`config.mk`:
```
export PLATFORM = sky130hd
export DESIGN_NAME = gray_decade_counter
export DESIGN_NICKNAME = d
export VERILOG_FILES = /design/src/rtl/gray_cnt_pkg.sv /design/src/rtl/gray_step_checker.sv /design/src/rtl/gray_decade_counter.sv
export SDC_FILE = /design/constraint.sdc
export NUM_CORES = 1
export LEC_CHECK = 0
export CAP_MARGIN = 20
export CORE_ASPECT_RATIO = 1.2
export CORE_MARGIN = 2
export CORE_UTILIZATION = 43
export CTS_BUF_LIST = sky130_fd_sc_hd__clkbuf_8
export CTS_CLUSTER_DIAMETER = 80
export DETAILED_ROUTE_END_ITERATION = 7
export PLACE_DENSITY = 0.8
export SYNTH_ARGS = -nofsm -noshare
export SYNTH_HDL_FRONTEND = slang
export SYNTH_HIERARCHICAL = 1
export SYNTH_SLANG_ARGS = --single-unit
```
`constraint.sdc`:
```
create_clock -name clk -period 1.9 [get_ports clk]
set_clock_uncertainty 0.15 [all_clocks]
set_input_delay 0.38 -clock clk [delete_from_list [all_inputs] [get_ports clk]]
set_output_delay 0.38 -clock clk [all_outputs]
set_load 0.02 [all_outputs]
```
`src/rtl/gray_cnt_pkg.sv`:
```
// rtl/gray_cnt_pkg.sv - shared width, Gray word type and Gray helpers for gray_decade_counter
package gray_cnt_pkg;

  localparam int GRAY_W = 4;

  typedef logic [GRAY_W-1:0] gray_t;

  function automatic gray_t bin2gray(input gray_t b);
    return b ^ (b >> 1);
  endfunction

  function automatic logic [2:0] popcount4(input gray_t v);
    return {2'b00, v[0]} + {2'b00, v[1]} + {2'b00, v[2]} + {2'b00, v[3]};
  endfunction

endpackage

```
`src/rtl/gray_step_checker.sv`:
```
// rtl/gray_step_checker.sv - sticky flag for a qualified counting step that is not a single Gray bit flip
module gray_step_checker
  import gray_cnt_pkg::*;
(
  input  logic  clk,
  input  logic  rst_n,
  input  gray_t i_gray_prev,
  input  gray_t i_gray_next,
  input  logic  i_check,
  output logic  o_step_err
);

  logic w_bad_step;

  assign w_bad_step = i_check && (popcount4(i_gray_prev ^ i_gray_next) != 3'd1);

  always_ff @(posedge clk or negedge rst_n) begin
    if (!rst_n) begin
      o_step_err <= 1'b0;
    end else if (w_bad_step) begin
      o_step_err <= 1'b1;
    end
  end

endmodule

```
`src/rtl/gray_decade_counter.sv`:
```
// rtl/gray_decade_counter.sv - up/down mod-(MAX+1) counter with registered Gray output, load and cascade carry
// Optional GRAY_CNT_STEP_CHECK_EN adds the sticky step_err output.
module gray_decade_counter
  import gray_cnt_pkg::*;
#(
  parameter int MAX       = 9,
  parameter int RESET_VAL = 0
) (
  input  logic       clk,
  input  logic       rst_n,
  input  logic       en,
  input  logic       dir,
  input  logic       load,
  input  logic [3:0] load_val,
  output logic [3:0] gray_q,
  output logic [3:0] bin_q,
  output logic       tc,
  output logic       co,
  output logic       chg,
`ifdef GRAY_CNT_STEP_CHECK_EN
  output logic       step_err,
`endif
  output logic       load_err
);

  localparam gray_t MAX_V = gray_t'(MAX);
  localparam gray_t RST_V = gray_t'(RESET_VAL);

  gray_t r_bin;
  gray_t r_gray;
  logic  r_chg;
  logic  r_load_err;

  gray_t w_bin_nxt;
  gray_t w_gray_nxt;
  logic  w_load_ok;
  logic  w_load_bad;
  logic  w_at_max;
  logic  w_at_zero;

  assign w_load_ok  = load && (load_val <= MAX_V);
  assign w_load_bad = load && (load_val > MAX_V);
  assign w_at_max   = (r_bin == MAX_V);
  assign w_at_zero  = (r_bin == '0);

  // Combinational so a ripple cascade advances on the same edge as this stage.
  assign tc = dir ? w_at_max : w_at_zero;
  assign co = en & tc;

  always_comb begin
    w_bin_nxt = r_bin;
    if (load) begin
      if (w_load_ok) begin
        w_bin_nxt = load_val;
      end
    end else if (en) begin
      if (dir) begin
        w_bin_nxt = w_at_max ? '0 : r_bin + 4'd1;
      end else begin
        w_bin_nxt = w_at_zero ? MAX_V : r_bin - 4'd1;
      end
    end
  end

  assign w_gray_nxt = bin2gray(w_bin_nxt);

  always_ff @(posedge clk or negedge rst_n) begin
    if (!rst_n) begin
      r_bin      <= RST_V;
      r_gray     <= bin2gray(RST_V);
      r_chg      <= 1'b0;
      r_load_err <= 1'b0;
    end else begin
      r_bin      <= w_bin_nxt;
      r_gray     <= w_gray_nxt;
      r_chg      <= (w_gray_nxt != r_gray);
      r_load_err <= w_load_bad;
    end
  end

  assign bin_q    = r_bin;
  assign gray_q   = r_gray;
  assign chg      = r_chg;
  assign load_err = r_load_err;

`ifdef GRAY_CNT_STEP_CHECK_EN
  // Only plain counting edges are checked; loads and wraps may flip several bits.
  logic w_step_check;

  assign w_step_check = en & ~load & ~tc;

  gray_step_checker u_step_checker (
    .clk         (clk),
    .rst_n       (rst_n),
    .i_gray_prev (r_gray),
    .i_gray_next (w_gray_nxt),
    .i_check     (w_step_check),
    .o_step_err  (step_err)
  );
`endif

endmodule

```
Word-level counts from Yosys, hierarchy flattened --
Index checks and enable logic that the tools add are counted.
Storage, ports and cells: register bits after elaboration 10, bits of input ports 9, output and inout bits 12, word-level logic and storage cells 22
Operators by class: add/sub/neg operators 2, $lt $le $gt $ge 2, equality and inequality tests 2, multiplexer cells 7, bitwise logic cells 2, reduce and logical (&&, ||, !) cells 3
Operators by type and width (number):
- 2-to-1 mux 4 bit | 6
- adder 4 x 1 -> 4 bit (second input constant) | 1
- == test 4 bit (second input constant) | 1
- greater-than comparator 4 bit (second input constant) | 1
- <= comparator 4 bit (second input constant) | 1
- zero test 4 bit | 1
- != test 4 bit | 1
- subtractor 4 x 1 -> 4 bit (second input constant) | 1
- XOR 4 x 3 -> 4 bit | 1
- logical AND 1 bit | 2
- bitwise AND 1 bit | 1
- 2-to-1 mux 1 bit | 1

Logic depth before layout (Yosys ltp) --
Gate-level depths: netlist of run 1.
word-level depth 7, mapped depth 7, depth with buffers taken out 6

Least setup slack after synthesis of run 1 --
No wires, ideal clock.
path type reg2out, from reg r_bin[3] (netlist: bin_q[3]), to out co, data arrival time 1775 ps, required time 1370 ps, slack -405 ps, cell stages (with the launch flop) 4, path buffers 0, path through dfrtp_1 or3_1 a211oi_1 and2_1
On the way: longest elaborated chain between the ends 3, elaborated cells on any way between the ends 4, those cells by class eq/ne (1); mux (1); bitwise (1); reduce/logical (1)
Ends and longest elaborated chain:
- from (decl) | RTL line gray_decade_counter.sv:29 | gray_t r_bin;
- from (signal assigned) | RTL line gray_decade_counter.sv:74 | r_bin <= w_bin_nxt;
- == test 4 bit or zero test 4 bit (tied branches) | RTL line gray_decade_counter.sv:43, gray_decade_counter.sv:44
- 2-to-1 mux 1 bit * | RTL line gray_decade_counter.sv:47 | assign tc = dir ? w_at_max : w_at_zero;
- named net tc | RTL line gray_decade_counter.sv:17 | output logic tc,
- bitwise AND 1 bit * | RTL line gray_decade_counter.sv:48 | assign co = en & tc;
- to (decl) | RTL line gray_decade_counter.sv:18 | output logic co,
The timed path passes the listed nets; every way through them passes the cells marked *.

Final worst setup path of run 1 --
from reg r_bin[0] (netlist: bin_q[0]), to out co
On the way: longest elaborated chain between the ends 3, elaborated cells on any way between the ends 4, those cells by class eq/ne (1); mux (1); bitwise (1); reduce/logical (1)
Ends and longest elaborated chain (RTL line):
- == test 4 bit or zero test 4 bit (tied branches) | gray_decade_counter.sv:43, gray_decade_counter.sv:44
- 2-to-1 mux 1 bit * | gray_decade_counter.sv:47
- bitwise AND 1 bit * | gray_decade_counter.sv:48
Mark *: on every way between the ends. The rest lies on a longest branch, timed or not.

==> results of run 1 <==
==> final timing paths <==
check,startpoint,endpoint,slack (ns),cells past startpoint
max in group asynchronous,rst_n,bin_q[0],1.01,1
worst min register to register,gray_q[0],chg,0.42,2
worst max register to register,bin_q[0],chg,-0.13,6
min in group clk,gray_q[0],chg,0.42,2
worst max-delay path,bin_q[0],co,-0.15,4
worst min-delay path,rst_n,gray_q[0],0.29,1
==> power by group <==
group / total [µW] / internal, µW / switching [µW]
Clock: 215 / 141 / 74.9
Sequential: 302 / 245 / 57.6
Combinational: 583 / 294 / 289
Total: 1100 / 680 / 421
==> what timing repair did <==
action / 4_1_cts / 5_1_grt
endpoints found under the hold margin: 0 / 0
setup buffers: 0 / 1
pin swaps: 5 / 3
gates resized for setup: 23 / 7
endpoints found under the setup margin: 12 / 6
==> cell usage in the layout, fill, tap and decap left out, drive strengths merged <==
| cell type | synthesis | layout |
|---|---|---|
| and2 | 1 | 1 |
| o22ai | 1 | 1 |
| nor3b | 1 | 1 |
| and3 | 1 | 1 |
| xnor2 | 5 | 5 |
| o21ai | 8 | 8 |
| nor2b | 4 | 4 |
| o31a | 1 | 1 |
| clkbuf | 1 | 3 |
| o21bai | 2 | 2 |
| a31oi | 1 | 1 |
| xor2 | 2 | 2 |
| nand2 | 4 | 4 |
| or3 | 1 | 1 |
| a21boi | 2 | 2 |
| nand3 | 2 | 2 |
| a211oi | 2 | 2 |
| a32oi | 2 | 2 |
| a21oi | 2 | 2 |
| or2 | 1 | 1 |
| inv | 4 | 5 |
| or3b | 1 | 1 |
| o21ba | 1 | 1 |
| nor3 | 1 | 1 |
| clkdlybuf4s50 | 0 | 7 |
| dfrtp | 9 | 9 |
| or2b | 1 | 1 |
| nand3b | 1 | 1 |
| dlygate4sd2 | 0 | 10 |
| dlymetal6s2s | 0 | 1 |
| buf | 6 | 22 |
| o211a | 3 | 3 |
| and4b | 1 | 1 |
| a221o | 1 | 1 |
| nor2 | 3 | 3 |
| o32ai | 1 | 1 |
==> cells by family (layout without fill, tap and decap cells) <==
kind of cell | Yosys count | after routing | synth area share (%)
AO/OA/AOI/OAI | 27 | 27 | 33.0
AND/OR/NAND/NOR | 23 | 23 | 19.4
buffers and inverters | 11 | 48 | 7.96
flip-flops | 9 | 9 | 31.1
XOR/XNOR | 7 | 7 | 8.48
==> state kept, by name (all words and copies together), names as in the netlist <==
signal    cells
gray_q        3
bin_q         4
load_err      1
chg           1
==> per-layer routing <==
layer	GRT usage, %	part of all wire [%]	wire [µm]
met1	22.9	38	744
met2	39.6	53	1030
met3	3.70	3.7	72
met4	15.1	4.4	85
met5	0	0	0
==> area by class of cell <==
cell class | instances | share of cell area [%]
Inverter | 4 | 1.31
Multi-Input combinational cell | 57 | 42.5
Clock inverter | 1 | 0.327
Clock buffer | 3 | 3.60
Tap cell | 18 | 1.96
Sequential cell | 9 | 20.1
Timing Repair Buffer | 40 | 30.2
==> worst reg2reg max path: stages (launching register included) <==
cell and delay (ns):
dfrtp_2 0.39, or3_4 0.40, o31a_1 0.28, a31oi_4 0.21, nand3b_1 0.12, a211oi_2 0.24, o21ai_1 0.10
==> per-stage QoR <==
| step | util [%] | total power, µW | setup slack, ns | std cells |
|---|---|---|---|---|
| floorplan | - | 633 | -0.0936 | 77 |
| global placement | 66.8 | 852 | -0.789 | 127 |
| detailed placement | 66.8 | 861 | -0.798 | 127 |
| CTS | 69.8 | 1090 | -0.173 | 131 |
| global route | 71.6 | 1170 | -0.207 | 132 |
| finish | 71.6 | 1100 | -0.147 | 132 |
==> run metrics, run 1 <==
Final Max Slew Viols 0; vias in the first global route 795; Multi-input gate area 488 µm²; num rows 16; die area 0.00203 mm²; worst slew pin tran 0.391 ns; Post-Syn Area 723 µm²; RSZ-0062 raised after global routing true; Reg clk slew, reported paths 0.04 ns; Sink Count 9; CTS tree built; via count 712; Final HPWL DP 1400 µm; Crit path arrival time 1.52 ns; fin crit share 108%; top cells by count, synth dfrtp_1 (9), xnor2_1 (5), buf_2 (4), inv_1 (4), nand2_1 (4); final WL 1930 µm; Crit path largest cell delay 0.40 ns; max_cap viols 0; Tmin final 2.05 ns; FILL cells 130; GP Congestion 0.766; pin count of the biggest net entering global routing 15; syn nets 86; Final Instance Area 0.00115 mm²; Post-synth EDFFs 0; crit-path max FO 2; clock buffer depth 2; DRC viols 0; chip height 48.9 µm; initial drt markers 5; Main synth FF type dfrtp_1; top cell family by delay on the critical path simple AND/OR/NAND/NOR gates; status finished, violations left; starting density of the core 45.2%; CTS buffer count 3; I/O pins 21; slew margin rel. 73.9%; Pwr Density 959 mW/mm²; Reg area 230 µm²; type of origin of the critical path register; Critical Path End Type output pin; buffers added on ports 20; VDD IR-drop max 0.731 mV; area growth from synthesis to layout 58.7%; Pleak 0.000521 µW; failing checks setup timing; Layout Nets 124; Clock Latency Late Sink 0.23 ns; synthesized area per cell 9.39 µm²; H-tree Lvls 1; final worst setup slack -0.147 ns; ANT nets after route 0; post-synth cell types 40; wire length per cell 14.7 µm; Post-Synthesis Cells 77; Total Routing Usage GR 22.1%; Worst path slowest cell or3_4; Synth area leader dfrtp_1; critical path class register to output pin; CP Buf/Inv Count 1; Sum Neg Setup Slack -0.410 ns; register area share after synthesis 31.1%; wire length of the first global-routing pass 3440 µm; most frequent cell after synthesis dfrtp_1; via/cell ratio 5.39; total core area 0.00160 mm²; antenna violations before repair 0; # hold bufs at CTS 0; required time of the critical path 1.37 ns; Finish-stage setup viols 3; Synth Register Bits 9; Fmax achieved 489 MHz; synth top area cells dfrtp_1 (31%), xnor2_1 (6.1%), o32ai_4 (3.8%); Pre-Repair DR Iteration Count 3; final global-route overflow total 0; hold_ws 0.289 ns; Synth top area share 31.1%; Final Hold Fails 0; CTS root buf clkbuf_8; die width 41.4 µm; Hold Path Class primary input to async pin; fraction of registers with async set/reset 100%; layout cells sized above 1 38.6%; Post-DP Area 0.00107 mm²; CP Cell Sequence or3_4, a211oi_4, and2_4, buf_6; n_diodes 0; warnings from Yosys 6
Note: power is estimated with default switching activity, not from simulation.
==> inputs of run 2 (changes only) <==
--- a/config.mk
+++ b/config.mk
@@ -15,5 +15,5 @@
 export PLACE_DENSITY = 0.8
 export SYNTH_ARGS = -nofsm -noshare
 export SYNTH_HDL_FRONTEND = slang
-export SYNTH_HIERARCHICAL = 1
 export SYNTH_SLANG_ARGS = --single-unit
+export TNS_END_PERCENT = 1
==> run metrics, run 2 <==
Final Max Slew Viols 0 (unchanged); Synth Register Bits 9 (unchanged); num rows 16 (unchanged); CP Capture Point co; reg2reg end chg; max FFs per register 4 (unchanged); slew margin rel. 73.8% (about the same); most common library cell in the layout ignoring fill and taps buf_4; Tmin final 2.06 ns (+0.0105 ns); n_diodes 0 (unchanged); final WL 1920 µm (-0.72%); warnings from Yosys 0 (-6); CTS root buf clkbuf_8; Sink Count 9 (unchanged); Final Hold Fails 0 (unchanged); wire length of the first global-routing pass 3440 µm (unchanged); Worst path depth 4 (unchanged); origin of the critical flop-to-flop path bin_q[0]; fin crit share 108% (+0.55 points); commonest non-fill, non-tap cells in the layout buf_4 (20), dlygate4sd2_1 (10), clkdlybuf4s50_1 (7), inv_1 (5), dfrtp_1 (5); clock buffer depth 2 (unchanged); register area share after synthesis 31.1% (unchanged); I/O pins 21 (unchanged); Critical path origin bin_q[0]; Critical Path End Type output pin; total core area 0.00160 mm² (unchanged); R2R Setup Slk -0.13 ns (about the same); Post-Layout Cell Count 131 (-0.76%); synthesized area per cell 9.39 µm² (unchanged); Post-Place Cells 127 (unchanged); initial drt markers 3 (-2); critical path class register to output pin; CTS tree built; GP Congestion 0.766 (unchanged); Final Power 1090 µW (-0.76%); die area 0.00203 mm² (unchanged); required time of the critical path 1.37 ns (about the same); CP Buf/Inv Count 1 (unchanged); Layout Nets 123 (-0.81%); max_cap viols 0 (unchanged); Fmax achieved 486 MHz (-0.51%); status finished, violations left; worst slew pin tran 0.391 ns (+0.000270 ns); Post-CTS Setup Inserts 0 (unchanged); Hold Path Class primary input to async pin; syn nets 86 (unchanged); Final HPWL DP 1400 µm (unchanged); fraction of registers with async set/reset 100% (unchanged); Synth area leader dfrtp_1; # hold bufs at CTS 0 (unchanged); final global-route overflow total 0 (unchanged); Post-synth EDFFs 0 (unchanged); Synth top area share 31.1% (unchanged); vias in the first global route 795 (unchanged); CP Cell Sequence or3_4, a211oi_4, and2_2, buf_4; Pwr Density 969 mW/mm² (+1.0%); via/cell ratio 5.38 (-0.23%); crit-path max FO 2 (unchanged); wire length per cell 14.7 µm (about the same); DRC viols 0 (unchanged); Clock Latency Late Sink 0.23 ns (about the same); Post-Syn Area 723 µm² (unchanged); Finish-stage setup viols 3 (unchanged); post-synth cell types 40 (unchanged); Crit path largest cell delay 0.40 ns (about the same); die width 41.4 µm (unchanged); buffers added on ports 20 (unchanged); starting density of the core 45.2% (unchanged); top cell family by delay on the critical path simple AND/OR/NAND/NOR gates; type of origin of the critical path register; ANT nets after route 0 (unchanged); Total Routing Usage GR 22.1% (unchanged); layout cells sized above 1 37.2% (-1.4 points); Main synth FF type dfrtp_1; Pleak 0.000513 µW (-1.5%); CTS buffer count 3 (unchanged); antenna violations before repair 0 (unchanged); H-tree Lvls 1 (unchanged); pre-CTS WS -0.798 ns (unchanged); Crit path arrival time 1.53 ns (about the same); Worst path slowest cell or3_4; synth top area cells dfrtp_1 (31%), xnor2_1 (6.1%), o32ai_4 (3.8%); via count 705 (-0.98%); reg2reg path depth 6 (unchanged); failing checks setup timing; most frequent cell after synthesis dfrtp_1; top cells by count, synth dfrtp_1 (9), xnor2_1 (5), buf_2 (4), inv_1 (4), nand2_1 (4); final worst setup slack -0.158 ns (-0.0105 ns); area growth from synthesis to layout 55.9%; Post-Synthesis Cells 77 (unchanged); pin count of the biggest net entering global routing 15 (unchanged); chip height 48.9 µm (unchanged); Pre-Repair DR Iteration Count 4 (+1); hold_ws 0.289 ns (+0.0000960 ns); Reg clk slew, reported paths 0.04 ns (about the same); RSZ-0062 raised after global routing true; VDD IR-drop max 0.727 mV (-0.51%)
==> run 2: changes by cell type in the layout (fill, tap and decap cells not counted) <==
cell | previous run | this run
buf_6 | 3 | 1
a21oi_1 | 1 | 2
buf_4 | 19 | 20
and2_4 | 1 | 0
and2_2 | 0 | 1
a21oi_2 | 1 | 0
==> run 2: timing repair <==
item,CTS,global route
gates resized for setup,23,3
endpoints found under the setup margin,12,6
pin swaps,5,1
==> run 2: power by group <==
| part | total (µW) | switching [µW] | leakage [µW] | internal, µW |
|---|---|---|---|---|
| logic | 574 | 285 | 0.000386 | 289 |
| clock network | 216 | 74.9 | 0.0000269 | 141 |
| registers | 302 | 57.8 | 0.000100 | 245 |
==> run 2: cell families (layout without fill, tap and decap cells) <==
kind of cell | Yosys count | after routing | synth area share (%)
xor+xnor | 7 | 7 | 8.48
simple gates | 23 | 23 | 19.4
flops | 9 | 9 | 31.1
compound gates | 27 | 27 | 33.0
buf+inv | 11 | 47 | 7.96
==> run 2: worst min-delay path by stage <==
stage,startpoint,to,slack (ns),depth (start not counted)
2_1_floorplan,rst_n,bin_q[0],-0.07,0
3_3_place_gp,gray_q[0],chg,0.38,2
3_5_place_dp,gray_q[0],chg,0.38,2
4_1_cts,rst_n,gray_q[0],0.29,1
5_1_grt,rst_n,chg,0.34,1
6_report,rst_n,gray_q[0],0.29,1
==> run 2: stage by stage <==
| stage | setup TNS, ns | area, µm² | utilization (%) |
|---|---|---|---|
| after floorplan | -0.163 | 762 | - |
| after global placement | -3.53 | 1070 | 66.8 |
| after detailed placement | -3.73 | 1070 | 66.8 |
| after CTS | -0.389 | 1120 | 69.8 |
| after global routing | -0.514 | 1130 | 70.4 |
| final | -0.343 | 1130 | 70.4 |
==> run 2: metal layers <==
metal | up-vias | global-route usage (%) | wire length (µm)
li1 | 344 | - | -
met1 | 333 | 22.9 | 754
met2 | 18 | 39.6 | 1010
met3 | 10 | 3.70 | 74
met4 | 0 | 15.1 | 85
met5 | - | 0 | 0
==> run 2: area by class of cell <==
cell class              instances  area [µm²]
well taps                      18        22.5
clock inverters                 1        3.75
inverters                       4        15.0
clock buffers                   3        41.3
multi-input cells              57         483
flip-flops and latches          9         230
repair buffers                 39         332
fillers                       136         474
==> inputs of run 3 (changes only) <==
--- a/config.mk
+++ b/config.mk
@@ -12,6 +12,7 @@
 export CTS_BUF_LIST = sky130_fd_sc_hd__clkbuf_8
 export CTS_CLUSTER_DIAMETER = 80
 export DETAILED_ROUTE_END_ITERATION = 7
+export MAX_ROUTING_LAYER = met4
 export PLACE_DENSITY = 0.8
 export SYNTH_ARGS = -nofsm -noshare
 export SYNTH_HDL_FRONTEND = slang
==> run metrics, run 3 (synthesis gave the netlist of run 2 again) <==
Sum Neg Setup Slack -0.341 ns (+0.00135 ns); ANT nets after route 0 (unchanged); RSZ-0062 raised after global routing true; Critical Path End Type output pin; final WL 1930 µm (+0.63%); num rows 16 (unchanged); starting density of the core 45.2% (unchanged); Layout Nets 123 (unchanged); Final HPWL DP 1400 µm (unchanged); top cell family by delay on the critical path simple AND/OR/NAND/NOR gates; wire length of the first global-routing pass 3460 µm (+0.38%); crit-path max FO 2 (unchanged); Clock Latency Late Sink 0.23 ns (about the same); R2R Setup Slk -0.12 ns (about the same); die area 0.00203 mm² (unchanged); Final Hold Fails 0 (unchanged); vias in the first global route 791 (-0.50%); initial drt markers 4 (+1); worst slew pin tran 0.391 ns (-0.000455 ns); Final Max Slew Viols 0 (unchanged); Hold Path Class primary input to async pin; Fmax achieved 486 MHz (about the same); max FFs per register 4 (unchanged); Finish-stage setup viols 3 (unchanged); slew margin rel. 73.9% (about the same); Logic pwr share 52.6% (about the same); via count 708 (+0.43%); status finished, violations left; Pwr Density 969 mW/mm² (about the same); Crit path arrival time 1.53 ns (about the same); Switching Share 38.3% (about the same); via/cell ratio 5.40 (+0.43%); final worst setup slack -0.157 ns (+0.000705 ns); CP Buf/Inv Count 1 (unchanged); VDD IR-drop max 0.727 mV (about the same); Seq pwr share 27.6% (about the same); GP Congestion 0.776 (+1.3%); Final Instance Area 0.00113 mm² (unchanged); failing checks setup timing; area growth from synthesis to layout 55.9% (unchanged); Sink Count 9 (unchanged); CP Cell Sequence or3_4, a211oi_4, and2_2, buf_4; n_diodes 0 (unchanged); clock buffer depth 2 (unchanged); Crit path largest cell delay 0.40 ns (about the same); type of origin of the critical path register; switching power 418 µW (about the same); Total Routing Usage GR 22.8% (+0.69 points); pin count of the biggest net entering global routing 15 (unchanged); Reg clk slew, reported paths 0.04 ns (about the same); max_cap viols 0 (unchanged); origin of the critical flop-to-flop path bin_q[0]; antenna violations before repair 0 (unchanged); commonest non-fill, non-tap cells in the layout buf_4 (20), dlygate4sd2_1 (10), clkdlybuf4s50_1 (7), inv_1 (5), dfrtp_1 (5); most common library cell in the layout ignoring fill and taps buf_4; pre-CTS WS -0.798 ns (unchanged); wire length per cell 14.7 µm (+0.63%); reg2reg end chg; chip height 48.9 µm (unchanged); total core area 0.00160 mm² (unchanged); Post-CTS Setup Inserts 0 (unchanged); layout cells sized above 1 37.2% (unchanged); reg2reg path depth 6 (unchanged); CTS buffer count 3 (unchanged); Tmin final 2.06 ns (-0.000705 ns); Pleak 0.000513 µW (unchanged); DRC viols 0 (unchanged); H-tree Lvls 1 (unchanged); CTS tree built; fin crit share 108% (about the same); Worst path slowest cell or3_4; CTS root buf clkbuf_8; Pre-Repair DR Iteration Count 4 (unchanged); Int Power 674 µW (about the same); buffers added on ports 20 (unchanged); final global-route overflow total 0 (unchanged); die width 41.4 µm (unchanged); I/O pins 21 (unchanged); critical path class register to output pin; Post-DP Area 0.00107 mm² (unchanged); Clock power frac 19.8% (about the same); required time of the critical path 1.37 ns (about the same)
-- run 3: power groups by stage --
stage,sequential [µW],clock [µW],combinational (µW)
floorplan,342,0,291
global placement,296,0,556
detailed placement,298,0,564
CTS,301,223,570
global route,307,231,626
finish,302,216,574
-- run 3: worst max-delay path by stage --
stage / start / endpoint / slack, ns / cells past startpoint
global placement: dir / co / -0.79 / 5
floorplan: bin_q[2] / chg / -0.09 / 7
global route: bin_q[0] / co / -0.23 / 4
CTS: bin_q[0] / chg / -0.17 / 6
finish: bin_q[0] / co / -0.16 / 4
detailed placement: dir / co / -0.80 / 5
-- run 3: what timing repair did --
item                                    4_1_cts  5_1_grt
gates resized for setup                      23        3
pin swaps                                     5        1
hold buffers                                  0        0
endpoints found under the setup margin       12        6
endpoints found under the hold margin         0        0
-- run 3: cell type report --
type,count,area (µm²)
clock buffer,3,41.3
clock inverter,1,3.75
multi-input combinational,57,483
timing repair buffer,39,332
fill,136,474
inverter,4,15.0
tap,18,22.5
sequential,9,230
-- run 3: worst register-to-register path: stages (launching register included) --
cell      delay (ns)
dfrtp_2         0.39
or3_4           0.40
o31a_1          0.28
a31oi_4         0.20
nand3b_1        0.12
a211oi_2        0.24
o21ai_1         0.10
-- run 3: per-layer routing --
| layer | vias up | wire, µm | GRT usage, % | share of wire (%) |
|---|---|---|---|---|
| met5 | - | 0 | - | 0 |
| met4 | 0 | 85 | 15.1 | 4.4 |
| li1 | 345 | - | - | - |
| met2 | 18 | 1010 | 39.6 | 52 |
| met1 | 335 | 768 | 23.4 | 40 |
| met3 | 10 | 69 | 3.33 | 3.6 |
-- run 3: stage by stage --
stage | std cells | power [µW] | utilization [%] | hold slack [ns]
after floorplan | 77 | 633 | - | -0.0656
after global placement | 127 | 852 | 66.8 | 0.379
after detailed placement | 127 | 861 | 66.8 | 0.376
after CTS | 131 | 1090 | 69.8 | 0.294
after global routing | 131 | 1160 | 70.4 | 0.341
final | 131 | 1090 | 70.4 | 0.289
